==> config.mk <==
export PLATFORM = sky130hd
export DESIGN_NAME = vote_tally_reader
export DESIGN_NICKNAME = d
export VERILOG_FILES = /design/src/rtl/vote_tally_reader.sv
export SDC_FILE = /design/constraint.sdc
export NUM_CORES = 1
export LEC_CHECK = 0
export CORE_UTILIZATION = 25
export CTS_CLUSTER_DIAMETER = 150
export DETAILED_ROUTE_END_ITERATION = 12
export PLACE_DENSITY_LB_ADDON = 0.25
export SYNTH_ARGS = -nofsm -noshare
export SYNTH_HDL_FRONTEND = slang
export SYNTH_SLANG_ARGS = --single-unit
==> constraint.sdc <==
create_clock -name clock -period 3.1 [get_ports clock]
set_clock_uncertainty 0.2 [all_clocks]
set_input_delay 0.62 -clock clock [delete_from_list [all_inputs] [get_ports clock]]
set_output_delay 0.62 -clock clock [all_outputs]
set_load 0.01 [all_outputs]
==> src/rtl/vote_tally_reader.sv <==
// rtl/vote_tally_reader.sv - readout sequencer that captures the voting machine tallies
module vote_tally_reader #(
  parameter int HOLD_CYCLES   = 10,
  parameter int SAMPLE_OFFSET = 8,
  parameter int GAP_CYCLES    = 4
) (
  input  logic       clock,
  input  logic       reset,
  input  logic       start,
  input  logic [7:0] led_in,
  output logic       mode_out,
  output logic       button1_out,
  output logic       button2_out,
  output logic       button3_out,
  output logic       busy,
  output logic       done,
  output logic [7:0] count1,
  output logic [7:0] count2,
  output logic [7:0] count3,
  output logic [1:0] winner,
  output logic       tie
);

  // One counter serves both the press and gap phases, so size it for the longer one.
  localparam int MAX_PHASE = (HOLD_CYCLES > GAP_CYCLES) ? HOLD_CYCLES : GAP_CYCLES;
  localparam int CW        = $clog2(MAX_PHASE) + 1;

  localparam logic [CW-1:0] HOLD_LAST   = CW'(HOLD_CYCLES - 1);
  localparam logic [CW-1:0] GAP_LAST    = CW'(GAP_CYCLES - 1);
  localparam logic [CW-1:0] SAMPLE_LAST = CW'(SAMPLE_OFFSET - 1);

  typedef enum logic [2:0] {
    S_IDLE,
    S_SETUP,
    S_PRESS,
    S_GAP,
    S_DECIDE,
    S_DONE
  } state_t;

  state_t        state_q, state_d;
  logic [1:0]    cand_q, cand_d;     // candidate index 0..2 for buttons 1..3
  logic [CW-1:0] cnt_q, cnt_d;       // cycles spent in the current press/gap

  logic          mode_d;
  logic [2:0]    buttons_q, buttons_d;
  logic          busy_d;
  logic          done_d;

  logic          accept;
  logic          capture;
  logic [1:0]    winner_d;
  logic          tie_d;

  assign button1_out = buttons_q[0];
  assign button2_out = buttons_q[1];
  assign button3_out = buttons_q[2];

  assign accept  = (state_q == S_IDLE) && start;
  assign capture = (state_q == S_PRESS) && (cnt_q == SAMPLE_LAST);

  // Next-state logic: walk SETUP, three press/gap pairs, DECIDE and DONE.
  always_comb begin
    state_d = state_q;
    cand_d  = cand_q;
    cnt_d   = cnt_q;
    case (state_q)
      S_IDLE: begin
        if (start) begin
          state_d = S_SETUP;
        end
      end
      S_SETUP: begin
        state_d = S_PRESS;
        cand_d  = 2'd0;
        cnt_d   = '0;
      end
      S_PRESS: begin
        if (cnt_q == HOLD_LAST) begin
          state_d = S_GAP;
          cnt_d   = '0;
        end else begin
          cnt_d = cnt_q + CW'(1);
        end
      end
      S_GAP: begin
        if (cnt_q == GAP_LAST) begin
          cnt_d = '0;
          if (cand_q == 2'd2) begin
            state_d = S_DECIDE;
          end else begin
            state_d = S_PRESS;
            cand_d  = cand_q + 2'd1;
          end
        end else begin
          cnt_d = cnt_q + CW'(1);
        end
      end
      S_DECIDE: begin
        state_d = S_DONE;
      end
      S_DONE: begin
        state_d = S_IDLE;
      end
      default: begin
        state_d = S_IDLE;
        cand_d  = 2'd0;
        cnt_d   = '0;
      end
    endcase
  end

  // Output decode from the upcoming state so the control outputs come straight from flops.
  always_comb begin
    mode_d    = 1'b0;
    buttons_d = 3'b000;
    busy_d    = (state_d != S_IDLE);
    done_d    = (state_d == S_DONE);
    if ((state_d == S_SETUP) || (state_d == S_PRESS) || (state_d == S_GAP)) begin
      mode_d = 1'b1;
    end
    if (state_d == S_PRESS) begin
      buttons_d = 3'b001 << cand_d;
    end
  end

  // Result decode: a strict maximum names a winner; a shared nonzero maximum is a tie.
  always_comb begin
    winner_d = 2'd0;
    tie_d    = 1'b0;
    if ((count1 > count2) && (count1 > count3)) begin
      winner_d = 2'd1;
    end else if ((count2 > count1) && (count2 > count3)) begin
      winner_d = 2'd2;
    end else if ((count3 > count1) && (count3 > count2)) begin
      winner_d = 2'd3;
    end else if ((count1 != 8'd0) || (count2 != 8'd0) || (count3 != 8'd0)) begin
      tie_d = 1'b1;
    end
  end

  // Sequencer state and registered control outputs.
  always_ff @(posedge clock) begin
    if (reset) begin
      state_q   <= S_IDLE;
      cand_q    <= 2'd0;
      cnt_q     <= '0;
      mode_out  <= 1'b0;
      buttons_q <= 3'b000;
      busy      <= 1'b0;
      done      <= 1'b0;
    end else begin
      state_q   <= state_d;
      cand_q    <= cand_d;
      cnt_q     <= cnt_d;
      mode_out  <= mode_d;
      buttons_q <= buttons_d;
      busy      <= busy_d;
      done      <= done_d;
    end
  end

  // Tally capture: clear on an accepted start, latch led_in once per press.
  always_ff @(posedge clock) begin
    if (reset || accept) begin
      count1 <= 8'd0;
      count2 <= 8'd0;
      count3 <= 8'd0;
    end else if (capture) begin
      case (cand_q)
        2'd0:    count1 <= led_in;
        2'd1:    count2 <= led_in;
        default: count3 <= led_in;
      endcase
    end
  end

  // Winner/tie: clear on an accepted start, load at the close of DECIDE, then hold.
  always_ff @(posedge clock) begin
    if (reset || accept) begin
      winner <= 2'd0;
      tie    <= 1'b0;
    end else if (state_q == S_DECIDE) begin
      winner <= winner_d;
      tie    <= tie_d;
    end
  end

endmodule

Yosys cells after proc, flatten, opt, wreduce, memory -nomap -nowiden
Index checks and enable logic that the tools add are counted.
Widths: inputs -> output; s select.
Operators by class
  divide/modulo/power cells: 0
  equality and inequality tests: 14
  multiply operators: 0
  reductions and logical operators: 23
  bitwise gates (word level): 2
  $add $sub $neg: 2
  $lt $le $gt $ge: 6
  multiplexer cells: 19
  shift-type cells: 1
Operators by type and width (number)
  $gt 8x8->1: 6
  $reduce_bool 8->1: 3
  $pmux 3 s5: 1
  $pmux 5 s3: 1
  $eq 3x2->1 const B: 4
  $mux 3: 4
  $mux 2: 5
  $mux 5: 2
  $eq 3x3->1 const B: 3
  $eq 3x1->1 const B: 2
  $reduce_and 2->1: 3
  $add 5x1->5 const B: 1
  $eq 5x2->1 const B: 1
  $eq 5x3->1 const B: 1
  $eq 5x4->1 const B: 1
  $logic_and 1x1->1: 5
  $logic_or 1x1->1: 5
  $mux 1: 5
  $pmux 2 s2: 1
  $reduce_or 2->1: 2
  $reduce_or 4->1: 1
  $logic_not 3->1: 1
  $reduce_bool 3->1: 1
  $reduce_or 3->1: 1
  other kinds (6): 7
Word-level totals
  bits in read-only memories: 0
  register bits after elaboration: 43
  output and inout port bits: 33
  memories: 0
  bits in latches: 0
  RAM bits: 0

Longest topological paths before layout
Gate-level depths: netlist of run 1.
  word-level depth: 8
  depth in mapped cells: 8
  gate-level depth less buffers: 8

Worst setup path after synthesis of run 1
OpenSTA, ideal clock, no wires.
  path kind: register to register
  start point: register count1[5]
  end point: register tie
  stages on the path, launching flop included: 9
  data arrival time: 2036 ps
  path slack: 790 ps
  period minus slack after synthesis: 2310 ps
  cell sequence: dfxtp_1 inv_1 ha_1 a211o_1 a21oi_1 a21oi_1 and3_1 or4b_1 o21ai_0
Between the ends
  word-level cells in the longest chain between the ends: 7
  elaborated cells on any way between the ends: 14
Ends and longest elaborated chain
  start, declared: line 17  | output logic [7:0] count1,
  start signal, assigned: line 171  | 2'd0: count1 <= led_in;
  branches (longest 6 deep; another with $gt 8x8->1)
  $mux 1 (*): line 131  | if ((count1 > count2) && (count1 > count3)) begin
  end signal, assigned: line 185  | tie <= tie_d;
  end, declared: line 21  | output logic tie
Every way passes the cells marked *.
A chain may end at the register's enable or synchronous reset.

Worst setup path in the final report of run 1
Ends and elaborated chain as after synthesis.

==> run_results.csv, run 1 <==
group,metric,value,unit
run_status,status,"finished clean",
power,max-vdd-ir-drop,0.155,mV
routing,routed_via_density,4.80,
clock_tree,cts_sinks,43,
timing,fin_ws,0.598,ns
power,net-switching-power,0.249,mW
flow_run,maxCapViolCount,0,
routing,dr.pass1.iters,4,
logic_synthesis,yosysMostFrequentCell,"dfxtp_1",
logic_synthesis,synth_commonest_cells,"dfxtp_1, a21oi_1, ha_1",
place,globalplace.congestion,0.857,
power,p_seq_frac,0.569,
timing,finalCriticalPeriod,2.50,ns
clock_tree,cts-buffers-inserted,5,
power,power,0.997,mW
critical_path,crit_required,3.12,ns
power,p_clk_frac,0.359,
logic_synthesis,synth_top_family_by_area,"simple AND/OR/NAND/NOR gates",
logic_synthesis,muxShareOfSynthArea,0.0331,
critical_path,r2r_slack,0.60,ns
logic_synthesis,synthAdderAreaFrac,0.155,
logic_synthesis,avgSynthCellArea,8.32,µm²
timing,rsz0062_at_grt,"no",
logic_synthesis,synth_area,2420,µm²
timing,relSlewSlack,0.691,
routing,vias,2240,
worst_hold_path,worstHoldPathType,"reg -> reg",
floorplanning,core_area,9330,µm²
floorplanning,die_w,100,µm
floorplanning,die_y,100,µm
routing,initialDrtViolationCount,89,
timing,maxSlewViolCount,0,
logic_synthesis,synth_warnings,0,
critical_path,end_kind,"flop",
logic_synthesis,async_reset_ff_frac,0,
critical_path,cpPeakStageDelay,0.50,ns
floorplanning,initial_utilization,0.260,
global_route,grt_max_degree,28,
layout,nets,378,
power,p_per_area,322,nW/µm²
timing,tns,0,ns
clock_tree,cts_root_buffer,"clkbuf_8",
logic_synthesis,netlist_top_cells_area,"dfxtp_1, ha_1, a21oi_1, nand3_1, nand2_1",
logic_synthesis,synthSimpleGateAreaFrac,0.239,
critical_path,rr_worst_depth,8,
clock_tree,cts_resized,0,
clock_tree,worstSkewPairLatency,0.30,ns
critical_path,cp_cell_sequence,"inv_1 > ha_1 > a211o_1 > a21oi_1 > a21oi_1 > and3_1 > or4b_1 > o21ai_0",
logic_synthesis,syn_inst,291,
clock_tree,clkSlewWorstSetupHoldPaths,0.08,ns
critical_path,slowest_stage,"or4b_1",
timing,finalSetupViolCount,0,
clock_tree,cts_buffer_depth,2,
place,hpwl,5.28,mm
timing,fin_crit_sh,0.807,
timing,finalHoldViolations,0,
critical_path,crit_arrival,2.53,ns
logic_synthesis,synth-compound-area-share,0.167,
global_route,grt_overflow,0,
routing,drc,0,
clock_tree,cts_hold_buf,0,
place,pre_cts_ws,0.657,ns
logic_synthesis,yosysSeqAreaShare,0.355,
global_route,antenna_found_initial,0,
power,intPower,0.748,mW
timing,clock.fmax,400,MHz
place,port-buffer-count,43,
power,power_leakage,1.19,nW
clock_tree,h-tree-depth,2,
routing,drt.antenna.violating_nets,0,
clock_tree,post_cts_buffers,0,
floorplanning,io_pins,44,
logic_synthesis,synth-main-ff-cell,"dfxtp_1",
power,combPwrFrac,0.071,
floorplanning,die_area,10100,µm²
logic_synthesis,synth_edf_count,0,
logic_synthesis,synth_top_area_share,0.355,
logic_synthesis,ys_ff_latch,43,
layout,antenna_cells,0,
global_route,gr-usage-all-layers,0.146,
critical_path,critPathKind,"reg -> reg",
global_route,grt_pass1_vias,2231,
layout,layout-drive-gt1-share,0.0533,
logic_synthesis,synth_cell_types,42,
logic_synthesis,synthXorXnorAreaFrac,0,
critical_path,crit_path_start_kind,"flop",
timing,tightest_slew,0.459,ns
layout,areaGrowthSynthToFinish,28.0,%
global_route,grt_pass1_wl,11.3,mm
critical_path,crit_fanout,4,
power,p_sw_frac,0.250,
routing,wl_per_cell,14.6,µm
floorplanning,row_count,35,
logic_synthesis,syn_nets,332,
logic_synthesis,synth_top_cell_by_area,"dfxtp_1",
routing,drt_wl_total,6.82,mm
worst_hold_path,whs_path_depth,2,
critical_path,crit_path_frequent_cell,"a21oi_1",
clock_tree,cts_tree,"built",
==> power groups by stage <==
stage	Clock (mW)	Combinational, mW	Sequential, mW
after detailed placement	0	0.0713	0.580
after floorplan	0	0.0386	0.577
final	0.358	0.0711	0.567
after CTS	0.374	0.0718	0.568
after global placement	0	0.0715	0.581
after global routing	0.394	0.0778	0.569
==> cells in the final DEF (no fill, tap or decap), drive strengths merged, types with 3 or more instances in the layout <==
cell,count
nand3,25
o21ai,11
and4,3
nand4,6
nor2,25
clkbuf,6
mux2i,8
nor4,7
inv,21
dfxtp,43
nor3,3
clkdlybuf4s50,43
nand2,27
a21oi,34
or3,3
buf,6
a21o,4
ha,30
nor2b,6
==> metrics by stage <==
stage | instance area, µm² | hold WS (ns) | util | cells
final | 3100 | 0.273 | 0.332 | 467
after global placement | 3020 | 0.257 | 0.323 | 459
after floorplan | 2420 | 0.276 | - | 291
after global routing | 3100 | 0.323 | 0.332 | 467
after detailed placement | 3020 | 0.259 | 0.323 | 459
after CTS | 3100 | 0.272 | 0.332 | 467
==> registers in the layout, indices dropped and copies added, names as in the netlist <==
name,cells
count1,8
count3,8
buttons_q,3
cand_q,2
tie,1
state_q,3
count2,8
busy,1
cnt_q,5
done,1
mode_out,1
winner,2
==> path summary, 6_finish.rpt <==
kind              from  endpoint
max          count1[5]       tie
min                tie       tie
max reg2reg  count1[5]       tie
min reg2reg        tie       tie
==> layer usage <==
metal  global-route usage  share of wire  vias up
met4               0.0513          0.016        0
met5                    0              0        -
li1                     -              -     1134
met2                0.238           0.45       53
met3               0.0348          0.048        8
met1                0.187           0.48     1045
==> critical path, delay by kind of cell (launching register included) <==
family	cells	cell delay, ns
fa+ha+maj	1	0.32
flops	1	0.42
buf+inv	1	0.09
compound gates	4	0.70
simple gates	2	0.71
==> area by class of cell <==
cell class	instances	area, µm²
fill	984	6230
clock inverter	2	12.5
inverter	21	78.8
clock buffer	6	72.6
timing repair buffer	49	475
tap	129	161
sequential	43	861
multi-input combinational	217	1440
==> cells by family after synthesis <==
logic type      count (synthesis)
simple gates                  112
compound gates                 67
flops                          43
mux                             8
buf+inv                        31
fa+ha+maj                      30
Power figures use the tool's default switching activity.
==> inputs of run 2 (changes only) <==
Clock period 3.1 ns to 2.1 ns, I/O delays scaled along.
==> run 2 against run 1 <==
  * The run now ends with negative setup slack left
  * Hold slack got worse by 0.0028 ns
  * Routed wire length increased by 11%
  * Fmax increased by 15%
  * Largest cell class unchanged
  * Non-clock buffer count increased by 55
  * Critical endpoint unchanged
==> run_results.csv, run 2 (synthesis gave the netlist of run 1 again) <==
group,metric,value,unit
clock_tree,worstSkewPairLatency,0.30,ns
global_route,gr-usage-all-layers,0.156,
critical_path,cpPeakStageDelay,0.49,ns
run_status,violations,"negative setup slack",
critical_path,critPathKind,"reg -> reg",
timing,rsz0062_at_grt,"yes",
place,globalplace.congestion,0.789,
global_route,grt_max_degree,28,
floorplanning,core_area,9330,µm²
critical_path,crit_path_start,"count2[1]",
clock_tree,cts-buffers-inserted,5,
routing,drt.antenna.violating_nets,0,
layout,top_regs,"count1 (8), count2 (8), count3 (8)",
floorplanning,die_area,10100,µm²
floorplanning,row_count,35,
routing,vias,2462,
run_status,status,"finished with violations",
routing,initialDrtViolationCount,138,
timing,finalHoldViolations,0,
global_route,grt_pass1_vias,2486,
clock_tree,cts_sinks,43,
layout,final_cell_area,3760,µm²
floorplanning,io_pins,44,
worst_hold_path,worstHoldPathType,"reg -> reg",
critical_path,cp_cell_sequence,"buf_4 > ha_1 > nor2b_1 > o211ai_1 > a21o_1 > a211oi_2 > or4b_1 > o21ai_1",
layout,areaGrowthSynthToFinish,55.2,%
timing,finalSetupViolCount,1,
layout,post-route-util,0.403,
clock_tree,cts_hold_buf,0,
global_route,grt_pass1_wl,12.3,mm
layout,final_common_cell,"buf_4",
flow_run,maxCapViolCount,0,
place,dpl_cell_area,3410,µm²
clock_tree,clkSlewWorstSetupHoldPaths,0.09,ns
routing,routed_via_density,4.72,
layout,layout-drive-gt1-share,0.310,
critical_path,crit_path_start_kind,"flop",
critical_path,end_kind,"flop",
timing,maxSlewViolCount,0,
critical_path,crit_required,2.13,ns
clock_tree,h-tree-depth,2,
routing,dr.pass1.iters,5,
floorplanning,initial_utilization,0.260,
clock_tree,cts_tree,"built",
critical_path,r2r_start,"count2[1]",
timing,clock.fmax,461,MHz
timing,relSlewSlack,0.746,
critical_path,crit_fanout,2,
global_route,grt_overflow,0,
critical_path,slowest_stage,"or4b_1",
floorplanning,die_w,100,µm
timing,fin_crit_sh,1.03,
power,max-vdd-ir-drop,0.335,mV
routing,wl_per_cell,14.6,µm
floorplanning,die_y,100,µm
routing,drc,0,
layout,antenna_cells,0,
timing,fin_ws,-0.0680,ns
worst_hold_path,min-delay-start,"tie",
power,p_per_area,463,nW/µm²
power,power_leakage,1.54,nW
routing,drt_wl_total,7.60,mm
clock_tree,cts_root_buffer,"clkbuf_8",
layout,final_cell_mix,"buf_4, clkdlybuf4s50_1, a21oi_1, dfxtp_1",
place,hpwl,5.84,mm
place,port-buffer-count,43,
clock_tree,cts_buffer_depth,2,
layout,nets,433,
timing,finalCriticalPeriod,2.17,ns
critical_path,crit_arrival,2.20,ns
global_route,antenna_found_initial,0,
timing,tightest_slew,0.378,ns
## run 2: final timing paths
path,cells after the start,slack (ns),endpoint
max,8,-0.07,tie
min,2,0.27,tie
max reg2reg,8,-0.07,tie
min reg2reg,2,0.27,tie
## run 2: worst max-delay path, delay by kind of cell (launching register included)
kind	cells	cell delay [ns]
compound gates	4	0.53
fa+ha+maj	1	0.28
buf+inv	1	0.13
flops	1	0.33
simple gates	2	0.62
## run 2: routing by layer
| layer | vias to the layer above | part of all wire | global-route usage | wire (µm) |
|---|---|---|---|---|
| met5 | - | 0 | 0 | 0 |
| met4 | 0 | 0.015 | 0.0435 | 116 |
| met3 | 9 | 0.034 | 0.0258 | 257 |
| met2 | 49 | 0.51 | 0.273 | 3850 |
| met1 | 1157 | 0.44 | 0.197 | 3370 |
| li1 | 1247 | - | - | - |
## run 2: per-stage QoR
stage / setup WS, ns / total power, mW / std cells / TNS [ns] / hold WS [ns]
2_1_floorplan: -0.0233 / 0.907 / 291 / -0.0233 / 0.273
4_1_cts: -0.0539 / 1.75 / 517 / -0.0539 / 0.267
3_3_place_gp: -0.0669 / 0.974 / 507 / -0.0893 / 0.246
5_1_grt: -0.178 / 1.81 / 522 / -0.506 / 0.307
3_5_place_dp: -0.103 / 0.974 / 507 / -0.162 / 0.255
6_report: -0.0680 / 1.74 / 522 / -0.0680 / 0.270
## run 2: layout make-up
cell class / count / area [µm²]
Fill cell: 962 / 5570
Multi-Input combinational cell: 217 / 1610
Timing Repair Buffer: 104 / 888
Sequential cell: 43 / 887
Tap cell: 129 / 161
Inverter: 21 / 81.3
Clock buffer: 6 / 72.6
Clock inverter: 2 / 60.1
## run 2: timing repair
| item | 4_1_cts | 5_1_grt |
|---|---|---|
| resized for setup | 16 | 28 |
| endpoints found under the setup margin | 9 | 26 |
| setup buffers | 2 | 5 |
| pin swaps | 7 | 20 |
| endpoints found under the hold margin | 0 | 0 |
## run 2: power breakdown
group	total [mW]	internal [mW]	switching, mW
Clock	0.771	0.476	0.296
Sequential	0.829	0.823	0.00575
Combinational	0.141	0.0678	0.0732
==> inputs of run 3 (changes only) <==
Settings changed: CORE_UTILIZATION 25 to 41.
==> run 3 against run 2 <==
  * The flow still finishes with violations (negative setup slack)
  * Hold slack worse by 0.012 ns
  * Critical path depth stayed put
  * Core utilization rose by 23 points
==> run_results.csv, run 3 (synthesis gave the netlist of run 1 again) <==
group,metric,value,unit
power,p_seq_frac,0.541,
layout,nFillCells,486,
place,port-buffer-count,43,
critical_path,crit_fanout,3,
critical_path,crit_required,2.13,ns
critical_path,crit_arrival,2.28,ns
power,power_leakage,1.47,nW
layout,layout-drive-gt1-share,0.267,
layout,final_cells,454,
layout,antenna_cells,0,
routing,routed_via_density,5.41,
place,dp.cells,441,
place,pre_cts_ws,-0.113,ns
floorplanning,initial_utilization,0.432,
clock_tree,cts-buffers-inserted,5,
floorplanning,die_w,78.9,µm
run_status,violations,"negative setup slack",
critical_path,critPathKind,"reg -> reg",
timing,rsz0062_at_grt,"yes",
power,combPwrFrac,0.083,
worst_hold_path,worstHoldPathType,"reg -> reg",
timing,finalSetupViolCount,1,
timing,finalHoldViolations,0,
floorplanning,die_area,6220,µm²
timing,fin_ws,-0.148,ns
power,max-vdd-ir-drop,0.321,mV
routing,drt_wl_total,6.99,mm
flow_run,maxCapViolCount,0,
timing,relSlewSlack,0.709,
routing,drt.antenna.violating_nets,0,
critical_path,crit_path_start_kind,"flop",
clock_tree,clkSlewWorstSetupHoldPaths,0.08,ns
timing,finalCriticalPeriod,2.25,ns
clock_tree,h-tree-depth,2,
power,p_per_area,434,nW/µm²
layout,post-route-util,0.629,
floorplanning,core_area,5610,µm²
routing,wl_per_cell,15.4,µm
timing,clock.fmax,445,MHz
layout,top_regs,"count1 (8), count2 (8), count3 (8)",
timing,tns,-0.148,ns
power,p_clk_frac,0.376,
routing,vias,2456,
global_route,gr-usage-all-layers,0.235,
critical_path,r2r_slack,-0.15,ns
routing,dr.pass1.iters,4,
layout,final_cell_area,3530,µm²
routing,drc,0,
floorplanning,io_pins,44,
global_route,grt_pass1_vias,2280,
timing,maxSlewViolCount,0,
clock_tree,cts_root_buffer,"clkbuf_8",
power,power,1.53,mW
place,dpl_cell_area,3280,µm²
timing,timing.hold.ws,0.258,ns
place,hpwl,5.37,mm
power,net-switching-power,0.348,mW
routing,initialDrtViolationCount,133,
timing,tightest_slew,0.432,ns
clock_tree,cts_sinks,43,
power,p_sw_frac,0.227,
layout,final_common_cell,"buf_4",
timing,fin_crit_sh,1.07,
critical_path,end_kind,"flop",
global_route,grt_max_degree,28,
clock_tree,cts_tree,"built",
global_route,grt_pass1_wl,11.1,mm
floorplanning,row_count,27,
place,globalplace.congestion,0.898,
clock_tree,worstSkewPairLatency,0.29,ns
layout,areaGrowthSynthToFinish,45.6,%
power,intPower,1.18,mW
global_route,antenna_found_initial,0,
clock_tree,cts_buffer_depth,2,
run_status,status,"finished with violations",
floorplanning,die_y,78.9,µm
global_route,grt_overflow,0,
layout,nets,422,
layout,final_cell_mix,"buf_4, clkdlybuf4s50_1, a21oi_1, dfxtp_1, ha_1",
run 3: cell count changes in the layout (fill, tap and decap cells not counted), moves of 2 or more:
| cell | previous run | this run |
|---|---|---|
| ha_1 | 23 | 25 |
| ha_4 | 6 | 3 |
| a21oi_1 | 29 | 31 |
| inv_1 | 19 | 17 |
| clkbuf_8 | 5 | 7 |
| buf_4 | 61 | 48 |
| inv_2 | 1 | 3 |
| dfxtp_1 | 26 | 28 |
| bufinv_16 | 2 | 0 |
| a21oi_2 | 5 | 2 |
run 3: routing by layer:
metal | GRT usage | vias to the layer above | share of wire
met5 | 0 | - | 0
met4 | 0.0800 | 0 | 0.023
met3 | 0.0414 | 14 | 0.062
met2 | 0.367 | 91 | 0.46
met1 | 0.326 | 1129 | 0.45
li1 | - | 1222 | -
run 3: final cells by class:
cell class	count	area, µm²	share of cell area
clock buffers	8	100	0.0284
well taps	72	90.1	0.0256
flip-flops and latches	43	882	0.250
multi-input cells	217	1550	0.440
inverters	21	81.3	0.0231
repair buffers	93	822	0.233
run 3: power by group through the flow:
stage / combinational [mW] / sequential [mW] / clock (mW)
floorplan: 0.0570 / 0.850 / 0
global placement: 0.117 / 0.847 / 0
detailed placement: 0.118 / 0.848 / 0
CTS: 0.120 / 0.828 / 0.589
global route: 0.140 / 0.830 / 0.624
finish: 0.128 / 0.828 / 0.576
run 3: critical path, cell delays in order (launching register included):
cell and delay, ns:
dfxtp_2 0.33, inv_1 0.10, ha_4 0.18, a211o_1 0.30
a21oi_4 0.20, nand3_2 0.12, and3_4 0.20, or4b_1 0.47
o21ai_1 0.08
run 3: final timing paths:
kind / from / endpoint / cells past startpoint
worst max-delay path: count1[6] / tie / 8
worst max register to register: count1[6] / tie / 8
worst min register to register: tie / tie / 2
worst min-delay path: tie / tie / 2
run 3: timing repair:
action                                  CTS  global route
endpoints found under the setup margin    7            23
hold buffers                              0             0
resized for setup                        13            21
setup buffers                             2             3
gates cloned                              0             0
pin swaps                                10            15
